[src/rtl/taiko_pkg.sv]
// -----------------------------------------------------------------------------
// taiko_pkg
// Shared definitions for the keypad front end and the menu/mode logic:
//   - kev_state_e : key event generator state encoding
//   - KEY_*       : key codes produced by the keypad scanner
//   - *_DEF       : default timing, in 40 MHz clk cycles
//   - max3()      : helper used to size a counter shared by several timeouts
// -----------------------------------------------------------------------------
package taiko_pkg;

    typedef enum logic [2:0] {
        ST_IDLE = 3'd0,
        ST_DEB  = 3'd1,
        ST_HELD = 3'd2,
        ST_RPT  = 3'd3,
        ST_REL  = 3'd4
    } kev_state_e;

    localparam logic [4:0] KEY_LEFT  = 5'b00100;
    localparam logic [4:0] KEY_SEL   = 5'b00101;
    localparam logic [4:0] KEY_RIGHT = 5'b00110;

    localparam int KEY_W_DEF     = 5;
    localparam int DEB_CYC_DEF   = 400000;    // 10 ms
    localparam int REP_DELAY_DEF = 20000000;  // 500 ms
    localparam int REP_RATE_DEF  = 4000000;   // 100 ms

    function automatic int max3(input int a, input int b, input int c);
        int m;
        m = (a > b) ? a : b;
        return (m > c) ? m : c;
    endfunction

endpackage

[src/rtl/key_event_gen.sv]
// -----------------------------------------------------------------------------
// key_event_gen
// Turns the scanner's level key code / press flag into single-cycle key events:
// debounced, one event per physical press, optional auto-repeat while held.
//
// Ports:
//   clk         in   system clock (40 MHz)
//   reset       in   asynchronous, active-low
//   key_code    in   current key code from the keypad scanner
//   key_press   in   high while any key is detected
//   repeat_en   in   enables auto-repeat, sampled every cycle
//   evt_valid   out  one-cycle pulse per key event
//   evt_code    out  code of the last event, held between events
//   evt_repeat  out  1 = auto-repeat event, 0 = fresh press
//   key_held    out  high while a debounced key is considered down
// -----------------------------------------------------------------------------
module key_event_gen
    import taiko_pkg::*;
#(
    parameter int KEY_W     = KEY_W_DEF,
    parameter int DEB_CYC   = DEB_CYC_DEF,
    parameter int REP_DELAY = REP_DELAY_DEF,
    parameter int REP_RATE  = REP_RATE_DEF
) (
    input  logic             clk,
    input  logic             reset,
    input  logic [KEY_W-1:0] key_code,
    input  logic             key_press,
    input  logic             repeat_en,
    output logic             evt_valid,
    output logic [KEY_W-1:0] evt_code,
    output logic             evt_repeat,
    output logic             key_held
);

    // One counter serves every timeout; it only has to reach the largest
    // terminal value minus one and is cleared on every state entry.
    localparam int CNT_MAX = max3(DEB_CYC, REP_DELAY, REP_RATE);
    localparam int CNT_W   = (CNT_MAX > 1) ? $clog2(CNT_MAX) : 1;

    localparam logic [CNT_W-1:0] DEB_TERM   = CNT_W'(DEB_CYC - 1);
    localparam logic [CNT_W-1:0] DELAY_TERM = CNT_W'(REP_DELAY - 1);
    localparam logic [CNT_W-1:0] RATE_TERM  = CNT_W'(REP_RATE - 1);
    localparam logic [CNT_W-1:0] CNT_ONE    = CNT_W'(1);

    kev_state_e       state_q;
    logic [CNT_W-1:0] cnt_q;
    logic [KEY_W-1:0] cand_q;
    logic             evt_valid_q;
    logic [KEY_W-1:0] evt_code_q;
    logic             evt_repeat_q;
    logic             key_held_q;

    // HELD and RPT share their branch; only the repeat period differs.
    logic [CNT_W-1:0] rep_term;
    assign rep_term = (state_q == ST_RPT) ? RATE_TERM : DELAY_TERM;

    always_ff @(posedge clk or negedge reset) begin
        if (!reset) begin
            state_q      <= ST_IDLE;
            cnt_q        <= '0;
            cand_q       <= '0;
            evt_valid_q  <= 1'b0;
            evt_code_q   <= '0;
            evt_repeat_q <= 1'b0;
            key_held_q   <= 1'b0;
        end else begin
            evt_valid_q <= 1'b0;
            // Branch order encodes priority: release > code change > timer.
            unique case (state_q)
                ST_IDLE: begin
                    if (key_press) begin
                        cand_q  <= key_code;
                        cnt_q   <= '0;
                        state_q <= ST_DEB;
                    end
                end

                ST_DEB: begin
                    if (!key_press) begin
                        cnt_q   <= '0;
                        state_q <= ST_IDLE;
                    end else if (key_code != cand_q) begin
                        cand_q <= key_code;
                        cnt_q  <= '0;
                    end else if (cnt_q == DEB_TERM) begin
                        evt_valid_q  <= 1'b1;
                        evt_code_q   <= cand_q;
                        evt_repeat_q <= 1'b0;
                        key_held_q   <= 1'b1;
                        cnt_q        <= '0;
                        state_q      <= ST_HELD;
                    end else begin
                        cnt_q <= cnt_q + CNT_ONE;
                    end
                end

                ST_HELD, ST_RPT: begin
                    if (!key_press) begin
                        cnt_q   <= '0;
                        state_q <= ST_REL;
                    end else if (key_code != cand_q) begin
                        // Rolled onto another key without a release.
                        cand_q     <= key_code;
                        key_held_q <= 1'b0;
                        cnt_q      <= '0;
                        state_q    <= ST_DEB;
                    end else if (!repeat_en) begin
                        // Repeat timing restarts from scratch once re-enabled.
                        cnt_q   <= '0;
                        state_q <= ST_HELD;
                    end else if (cnt_q == rep_term) begin
                        evt_valid_q  <= 1'b1;
                        evt_code_q   <= cand_q;
                        evt_repeat_q <= 1'b1;
                        cnt_q        <= '0;
                        state_q      <= ST_RPT;
                    end else begin
                        cnt_q <= cnt_q + CNT_ONE;
                    end
                end

                ST_REL: begin
                    if (key_press) begin
                        cnt_q <= '0;
                        if (key_code == cand_q) begin
                            // Release bounce: same key is still down.
                            state_q <= ST_HELD;
                        end else begin
                            cand_q     <= key_code;
                            key_held_q <= 1'b0;
                            state_q    <= ST_DEB;
                        end
                    end else if (cnt_q == DEB_TERM) begin
                        key_held_q <= 1'b0;
                        cnt_q      <= '0;
                        state_q    <= ST_IDLE;
                    end else begin
                        cnt_q <= cnt_q + CNT_ONE;
                    end
                end

                default: begin
                    key_held_q <= 1'b0;
                    cnt_q      <= '0;
                    state_q    <= ST_IDLE;
                end
            endcase
        end
    end

    assign evt_valid  = evt_valid_q;
    assign evt_code   = evt_code_q;
    assign evt_repeat = evt_repeat_q;
    assign key_held   = key_held_q;

endmodule

[config.mk]
export PLATFORM = sky130hd
export DESIGN_NAME = key_event_gen
export DESIGN_NICKNAME = d
export VERILOG_FILES = /design/src/rtl/taiko_pkg.sv /design/src/rtl/key_event_gen.sv
export SDC_FILE = /design/constraint.sdc
export NUM_CORES = 1
export LEC_CHECK = 0
export CAP_MARGIN = 20
export CORE_UTILIZATION = 54
export CTS_BUF_LIST = sky130_fd_sc_hd__clkbuf_16
export CTS_CLUSTER_SIZE = 16
export DETAILED_ROUTE_END_ITERATION = 8
export PLACE_DENSITY_LB_ADDON = 0.05
export SYNTH_ARGS = -nofsm -noshare
export SYNTH_HDL_FRONTEND = slang
export SYNTH_SLANG_ARGS = --single-unit
[constraint.sdc]
create_clock -name clk -period 3.7 [get_ports clk]
set_input_delay 0.37 -clock clk [delete_from_list [all_inputs] [get_ports clk]]
set_output_delay 0.37 -clock clk [all_outputs]
set_load 0.05 [all_outputs]
==> Yosys cells after proc, flatten, opt, wreduce, memory -nomap -nowiden <==
Cells that the tools add are included.
Widths: inputs -> output; s select.
{ "word_totals": {"word_cells": 105, "reg_bits": 41, "output_inout_bits": 8, "input_bits": 9} }
{ "op_classes": {"bitwise_logic": 1, "n_mux": 61, "n_reduce_logical": 9, "n_addsub": 1, "eq_ne": 26} }
{ "op_table": {"columns": ["operator", "count"], "rows": [
  ["$mux 25", 10],
  ["$pmux 25 s4", 1],
  ["$mux 5", 12],
  ["$mux 3", 10],
  ["$add 25x1->25 const B", 1],
  ["$eq 25x19->1 const B", 1],
  ["$eq 25x25->1", 1],
  ["$ne 2x2->1 const B", 11],
  ["$mux 1", 21],
  ["$reduce_and 8->1", 2],
  ["$pmux 5 s3", 1],
  ["$ne 3x3->1 const B", 4],
  ["$pmux 3 s4", 1],
  ["$pmux 5 s2", 1],
  ["$eq 3x2->1 const B", 2],
  ["$reduce_and 6->1", 1],
  ["$eq 5x5->1", 1],
  ["$ne 5x5->1", 1],
  ["$ne 5x5->1 const B", 1],
  ["$reduce_and 5->1", 1],
  ["$ne 2x1->1 const B", 2],
  ["$pmux 1 s2", 2],
  ["$pmux 1 s4", 1],
  ["$eq 3x1->1 const B", 1],
  ["8 further kinds", 8]
]} }

==> Longest topological paths before layout <==
Gate-level depths: netlist of the first run.
{ "logic_depth": {"ltp_word": 8, "ltp_mapped": 8, "depth_no_buf": 7} }

==> Worst setup path after synthesis of the first run <==
OpenSTA, ideal clock, no wires.
{ "synth_path": {"kind": "register -> register", "from": "register cnt_q[15]", "to": "register evt_code_q[0], in the netlist evt_code[0]", "stages_incl_launch_ff": 7, "setup_time_ns": 0.125, "arrival_ns": 2.425, "t_required_ns": 3.575, "path_buffers": 0, "synth_period_minus_slack_ns": 2.550, "slack_ns": 1.150, "path_cell_list": "dfrtp_1 -> or4_1 -> or4_4 -> nor3_4 -> nand3_1 -> a21oi_4 -> mux2_2"} }
{ "synth_between": {"elab_chain_cells": 3, "word_cells_on_any_way": 5, "cone_classes": "eq/ne: 4; reduce/logical: 1"} }
{ "synth_lines": {"columns": ["item", "line_no", "text"], "rows": [
  ["from (decl)", "key_event_gen.sv:47", "logic [CNT_W-1:0] cnt_q;"],
  ["from (signal assigned)", "key_event_gen.sv:94", "cnt_q <= cnt_q + CNT_ONE;"],
  ["from (signal assigned)", "key_event_gen.sv:119", "cnt_q <= cnt_q + CNT_ONE;"],
  ["from (signal assigned)", "key_event_gen.sv:139", "cnt_q <= cnt_q + CNT_ONE;"],
  ["$eq 25x25->1 or $eq 25x19->1 (tied branches)", "key_event_gen.sv:112, key_event_gen.sv:86", null],
  ["$ne 2x2->1 (no source line)", null, null],
  ["$reduce_and 8->1 (no source line) (*)", null, null],
  ["to (signal assigned)", "key_event_gen.sv:88", "evt_code_q <= cand_q;"],
  ["to (signal assigned)", "key_event_gen.sv:114", "evt_code_q <= cand_q;"],
  ["to (decl)", "key_event_gen.sv:50", "logic [KEY_W-1:0] evt_code_q;"]
]} }
Mark *: on every way between the ends. The rest lies on a longest branch, timed or not.
A chain may end at the register's enable or synchronous reset.

==> Worst setup path after layout of the first run <==
{ "layout_path": {"from": "register cnt_q[15]", "to": "register cnt_q[18]"} }
{ "layout_between": {"elab_chain_cells": 6, "word_cells_on_any_way": 12, "cone_classes": "add/sub: 1; eq/ne: 2; mux: 9"} }
{ "layout_lines": {"columns": ["item", "line_no", "text"], "rows": [
  ["$add 25x1->25 or $eq 25x25->1 (tied branches)", null, null],
  ["$mux 25", "key_event_gen.sv:112", "end else if (cnt_q == rep_term) begin"],
  ["$mux 25", "key_event_gen.sv:108", "end else if (!repeat_en) begin"],
  ["$mux 25", "key_event_gen.sv:102", "end else if (key_code != cand_q) begin"],
  ["$mux 25", "key_event_gen.sv:99", "if (!key_press) begin"],
  ["$pmux 25 s4 (*)", "key_event_gen.sv:70", "unique case (state_q)"]
]} }
Marked as above.

==> results.md, run 1 <==
- Routed len/inst: 15.3 µm
- CTS buffer count: 5
- Clock power frac: 38.2%
- Crit path capture type: flip-flop
- Fin Hold WS: 0.221 ns
- Synth Register Bits: 41
- Relative slew margins: 38.8%
- Reg clk slew, reported paths: 0.06 ns
- Clock buffer depth: 2
- Most common cell in the netlist: dfrtp_1
- Fill cells: 336
- Mapped Cells: 260
- Post-synth top area share: 43.4%
- Die area: 4650 µm²
- DRC Markers: 0
- Slew at the pin with the worst max-slew slack: 0.919 ns
- Initial Util: 57.4%
- TritonCTS clock tree: yes
- Simple logic cell fraction of the synthesized area: 22.4%
- Syn Nets: 270
- Period minus WS final: 2.84 ns
- Clock sinks: 41
- Worst vdd ir: 0.000284 V
- Mux share of post-synthesis cell area: 6.19%
- Clock skew: 0.00244 ns
- CP arrival: 3.00 ns
- Post-DRT Antenna Nets: 0
- CP startpoint kind: flip-flop
- Commonest cells in the synthesized netlist: 41 x dfrtp_1, 28 x nand2_1, 21 x a21oi_1
- Combinational family with the most area after synthesis: simple AND/OR/NAND/NOR gates
- Tot GR Track Use: 24.4%
- Drt total wl: 4.91 mm
- # Max-Cap Violations: 0
- Final Hold Fails: 0
- Leading area contributor after synthesis: dfrtp_1
- Ys Warns: 0
- Flop pwr share: 42.0%
- Power Internal: 892 µW
- Post-CTS Setup Inserts: 0
- Vias in the first global route: 1723
- R2r setup slk: 0.86 ns
- Core Area: 4120 µm²
- Final Power: 1260 µW
- Setup TNS: 0 ns
- Switching share of power: 29.1%
- DRT Pass-1 Iters: 4
- Cell Chain, Critical Path: or4_1, or4_4, nor3_4, o32ai_4, buf_4, and3_1, a221o_1
- Fin. max-slew vios: 0
- Largest net degree at the start of global routing: 47
- Status: completed
- Max FO, Critical Path: 46
- Worst Path Required: 3.87 ns
- Ant. Diodes: 0
- Initial antenna violation count: 0
- Unrepaired setup endpoints after global routing: no
- Top FF cell, synth: dfrtp_1
- First-pass GRT wire length: 8.27 mm
- NumNets Final: 280
- Static Leak: 0.00109 µW
- Final setup fails: 0
- Final Cycle Share: 76.7%
- Site row count: 23
- Area growth syn-to-layout: 14.5%
- Layout cells sized above 1: 10.0%
- Root buf cell: clkbuf_16
- Grt total ovfl: 0
- CTS resizes: 0
- Register area share after synthesis: 43.4%
- Ranking of synthesized cells by area: dfrtp_1 43%, mux2_2 6.2%, a31oi_1 5.0%, a21oi_1 4.4%, nand2_1 4.4%
- Power density cells: 465 nW/µm²
- Die W: 68.2 µm
- Hold Buf Count CTS: 0
- Async SR Flop Fraction: 100%
- Setup CP Type: reg -> reg
- Max Clk Rate: 353 MHz
- Slowest cell on crit path: or4_1
- Input/output buffers: 16
- Vias/cell: 6.12
- Slowest stage delay, CP: 0.53 ns
- Net Sw Power: 366 µW
- Initial drt markers: 133
- DP HPWL: 3.31 mm
- Worst skew pair latency: 0.28 ns
- Adder-cell share of the synthesized area: 0.953%
- Post-synth EDFFs: 0
- Xor/xnor cell area share of the yosys netlist: 1.85%
- Comb pwr share: 19.7%
- GP Congestion: 0.823
- Mapped Area: 2360 µm²
- Post-synthesis compound-gate area fraction: 21.1%
- Die Y: 68.2 µm
- Synth Area per Inst: 9.09 µm²
- HP Class: in -> async
- Synth unique cells: 44
- H-tree Lvls: 2
- Vias post-DR: 1958
- Io pins: 17
through the flow:
stage          area [µm²]  setup slack, ns  utilization [%]  cells
6_report             2710            0.863             65.7    320
5_1_grt              2710            0.724             65.7    320
4_1_cts              2710            0.865             65.7    320
3_5_place_dp         2540            0.845             61.8    313
3_3_place_gp         2540            0.909             61.8    313
2_1_floorplan        2360             1.15                -    260
worst paths after layout:
path | startpoint | end | depth (start not counted)
max | cnt_q[15] | cnt_q[18] | 7
max in group asynchronous | reset | cand_q[2] | 1
min reg2reg | cnt_q[0] | cnt_q[0] | 1
min in group clk | cnt_q[0] | cnt_q[0] | 1
max reg2reg | cnt_q[15] | cnt_q[18] | 7
min | reset | evt_valid | 1
cell type report:
cell class | instances | area, µm² | share of cell area, %
clock inverters | 2 | 35.0 | 1.30
well taps | 50 | 62.6 | 2.31
flip-flops and latches | 41 | 1030 | 37.9
inverters | 11 | 41.3 | 1.53
repair buffers | 17 | 163 | 6.01
multi-input cells | 194 | 1250 | 46.3
clock buffers | 5 | 125 | 4.63
flip-flops by register name, indices dropped and copies added (netlist names):
| register | count |
|---|---|
| state_q | 3 |
| cand_q | 5 |
| evt_repeat | 1 |
| cnt_q | 25 |
| key_held | 1 |
| evt_code | 5 |
| evt_valid | 1 |
placed cells by master, fill, tap and decap left out, types with 2 or more instances in the layout:
cell type / n
xor2_1: 5
a22o_1: 3
o31ai_1: 2
and2_1: 3
nand3b_1: 2
mux2_2: 13
and3_1: 7
inv_1: 11
and4_1: 3
nand3_1: 16
o211ai_1: 4
a21o_1: 3
nand2b_1: 3
nor2_1: 17
or4_1: 3
nor3_1: 3
dfrtp_1: 41
clkdlybuf4s50_1: 15
a41oi_1: 3
a21oi_1: 21
or3_1: 3
o21ai_0: 9
nand4_1: 3
nor4_1: 3
nand2_1: 28
a31oi_1: 19
o311ai_0: 2
clkbuf_16: 5
per-layer routing:
metal / track usage [%] / part of all wire, % / vias to the layer above
met5: 0 / 0 / -
met4: 8.59 / 1.5 / 0
met3: 5.50 / 4.0 / 7
met2: 33.9 / 44 / 43
met1: 36.5 / 51 / 916
li1: - / - / 992
critical path, delay by kind of cell (launching register included):
kind / cells / cell delay [ns]
and+or+nand+nor: 4 / 1.61
DFF: 1 / 0.43
AOI/OAI and AO/OA: 2 / 0.38
buffers and inverters: 1 / 0.29
power groups by stage:
stage          logic (µW)  registers (µW)  clock network (µW)
2_1_floorplan         215             504                   0
3_5_place_dp          248             535                   0
6_report              248             529                 480
5_1_grt               281             533                 508
3_3_place_gp          247             537                   0
4_1_cts               249             527                 493
cells by family after synthesis:
family	Yosys count
flip-flops	41
buffers and inverters	25
XOR/XNOR	5
adder cells (fa/ha/maj)	2
AO/OA/AOI/OAI	74
multiplexers	13
AND/OR/NAND/NOR	100
Note: power is estimated with default switching activity, not from simulation.
==> inputs of run 2 (changes only) <==
--- a/config.mk
+++ b/config.mk
@@ -6,7 +6,7 @@
 export NUM_CORES = 1
 export LEC_CHECK = 0
 export CAP_MARGIN = 20
-export CORE_UTILIZATION = 54
+export CORE_UTILIZATION = 53
 export CTS_BUF_LIST = sky130_fd_sc_hd__clkbuf_16
 export CTS_CLUSTER_SIZE = 16
 export DETAILED_ROUTE_END_ITERATION = 8
==> constraint.sdc (replaced) <==
create_clock -name clk -period 2.4 [get_ports clk]
set_input_delay 0.24 -clock clk [delete_from_list [all_inputs] [get_ports clk]]
set_output_delay 0.24 -clock clk [all_outputs]
set_load 0.05 [all_outputs]
==> results.md, run 2 (synthesis gave the netlist of run 1 again) <==
- Status: finished with violations
- Failing checks: negative setup slack
- Static Leak: 0.00144 µW
- Ant. Diodes: 0
- Worst reg2reg path depth: 8
- Drt total wl: 7.18 mm
- Layout cells sized above 1: 33.9%
- Max FO, Critical Path: 6
- Clock sinks: 41
- R2r setup slk: -0.17 ns
- Worst Path Required: 2.58 ns
- Clock power frac: 34.2%
- # Max-Cap Violations: 0
- Final Cycle Share: 107%
- Clock buffer depth: 2
- First-pass GRT wire length: 9.83 mm
- Power Internal: 1550 µW
- Storage cell area: 1030 µm²
- CP arrival: 2.75 ns
- Period minus WS final: 2.57 ns
- NumNets Final: 339
- Relative slew margins: 38.7%
- Core Area: 4140 µm²
- Vias in the first global route: 2073
- Fill cells: 225
- Die area: 4730 µm²
- Clock skew: 0.00493 ns
- Largest net degree at the start of global routing: 42
- Initial Util: 57.0%
- Max reg flops: 25
- CTS buffer count: 5
- Placed cell areas: 2860 µm²
- Initial antenna violation count: 0
- Area growth syn-to-layout: 44.5%
- CP endpoint: evt_code[0]
- Initial drt markers: 220
- Vias post-DR: 2415
- Worst vdd ir: 0.000531 V
- Input/output buffers: 16
- Die Y: 68.8 µm
- Root buf cell: clkbuf_16
- Tot GR Track Use: 28.7%
- Final Hold Fails: 0
- Grt total ovfl: 0
- HP Class: in -> async
- TritonCTS clock tree: yes
- Hold Buf Count CTS: 0
- H-tree Lvls: 2
- Fin. max-slew vios: 0
- Switching share of power: 31.1%
- DRT Pass-1 Iters: 7
- Site row count: 23
- DRC Markers: 0
- Placed Cells: 353
- Unrepaired setup endpoints after global routing: yes
- Crit path capture type: flip-flop
- Die W: 68.8 µm
- Comb pwr share: 31.4%
- Fin cells: 380
- Dpl ws: -0.203 ns
- Post-DRT Antenna Nets: 0
- Worst R2R End: evt_code[0]
- Setup TNS: -3.63 ns
- Core Util, Final: 82.4%
- Setup CP Type: reg -> reg
- DP HPWL: 4.05 mm
- RR Startpoint: cnt_q[15]
- Largest Register: cnt_q
- Power density cells: 659 nW/µm²
- CP startpoint kind: flip-flop
- Vias/cell: 6.36
- Worst skew pair latency: 0.29 ns
- Final setup fails: 32
- Design area: 3410 µm²
- Net Sw Power: 701 µW
- Flop pwr share: 34.4%
- Io pins: 17
- GP Congestion: 0.792
- Reg clk slew, reported paths: 0.06 ns
- Setup ws final: -0.169 ns
- Slew at the pin with the worst max-slew slack: 0.919 ns
- Most frequent cells in the layout: 45 x buf_4, 41 x dfrtp_1, 24 x nand2_1
- Routed len/inst: 18.9 µm
- Commonest non-fill, non-tap cell in the layout: buf_4
- Max Clk Rate: 389 MHz
- Area of the multi-input gates: 1420 µm²
- Worst setup path startpoint: cnt_q[15]
run 2: cell count changes in the layout (fill, tap and decap cells not counted), sizes merged:
cell,change
clkinvlp,+1
o32ai,+1
clkbuf,+2
buf,+56
run 2: metrics by stage:
stage / total power (µW) / hold slack (ns)
2_1_floorplan: 1110 / -0.0556
3_3_place_gp: 1330 / 0.426
3_5_place_dp: 1340 / 0.426
4_1_cts: 2110 / 0.130
5_1_grt: 2330 / 0.170
6_report: 2250 / 0.0870
run 2: repair_timing:
action,4_1_cts,5_1_grt
cloned,0,4
pin swaps,5,14
endpoints found under the setup margin,26,37
gates resized for setup,8,37
buffers inserted,4,11
run 2: worst min-delay path by stage:
stage	startpoint	endpoint	slack, ns	cells past startpoint
2_1_floorplan	reset	cand_q[0]	-0.06	0
3_3_place_gp	reset	key_held	0.43	1
3_5_place_dp	reset	key_held	0.43	1
4_1_cts	reset	key_held	0.13	1
5_1_grt	reset	key_held	0.17	1
6_report	reset	key_held	0.09	1
run 2: critical path: stages, from the launching register on:
cell and delay (ns):
dfrtp_1 0.38, or4_1 0.54, or4_4 0.47, a211oi_2 0.17
buf_4 0.18, nand2_2 0.08, a21oi_4 0.17, buf_12 0.14
mux2_2 0.32
run 2: per-layer routing:
metal	part of all wire [%]	track usage (%)	vias up	wire length [µm]
li1	-	-	1124	-
met3	6.4	5.76	21	456
met4	2.8	10.2	0	198
met2	48	45.1	116	3460
met1	43	39.1	1154	3070
met5	0	0	-	0
run 2: power by group through the flow:
stage | clock network, µW | logic [µW] | registers, µW
floorplan | 0 | 334 | 778
global placement | 0 | 545 | 782
detailed placement | 0 | 551 | 786
CTS | 777 | 563 | 774
global route | 802 | 751 | 780
finish | 769 | 707 | 774
run 2: area by class of cell:
| type | count | share of cell area [%] |
|---|---|---|
| clock inverter | 3 | 1.21 |
| clock buffer | 5 | 3.66 |
| timing repair buffer | 75 | 20.4 |
| multi-input combinational | 195 | 41.6 |
| inverter | 11 | 1.21 |
| sequential | 41 | 30.0 |
| tap | 50 | 1.83 |
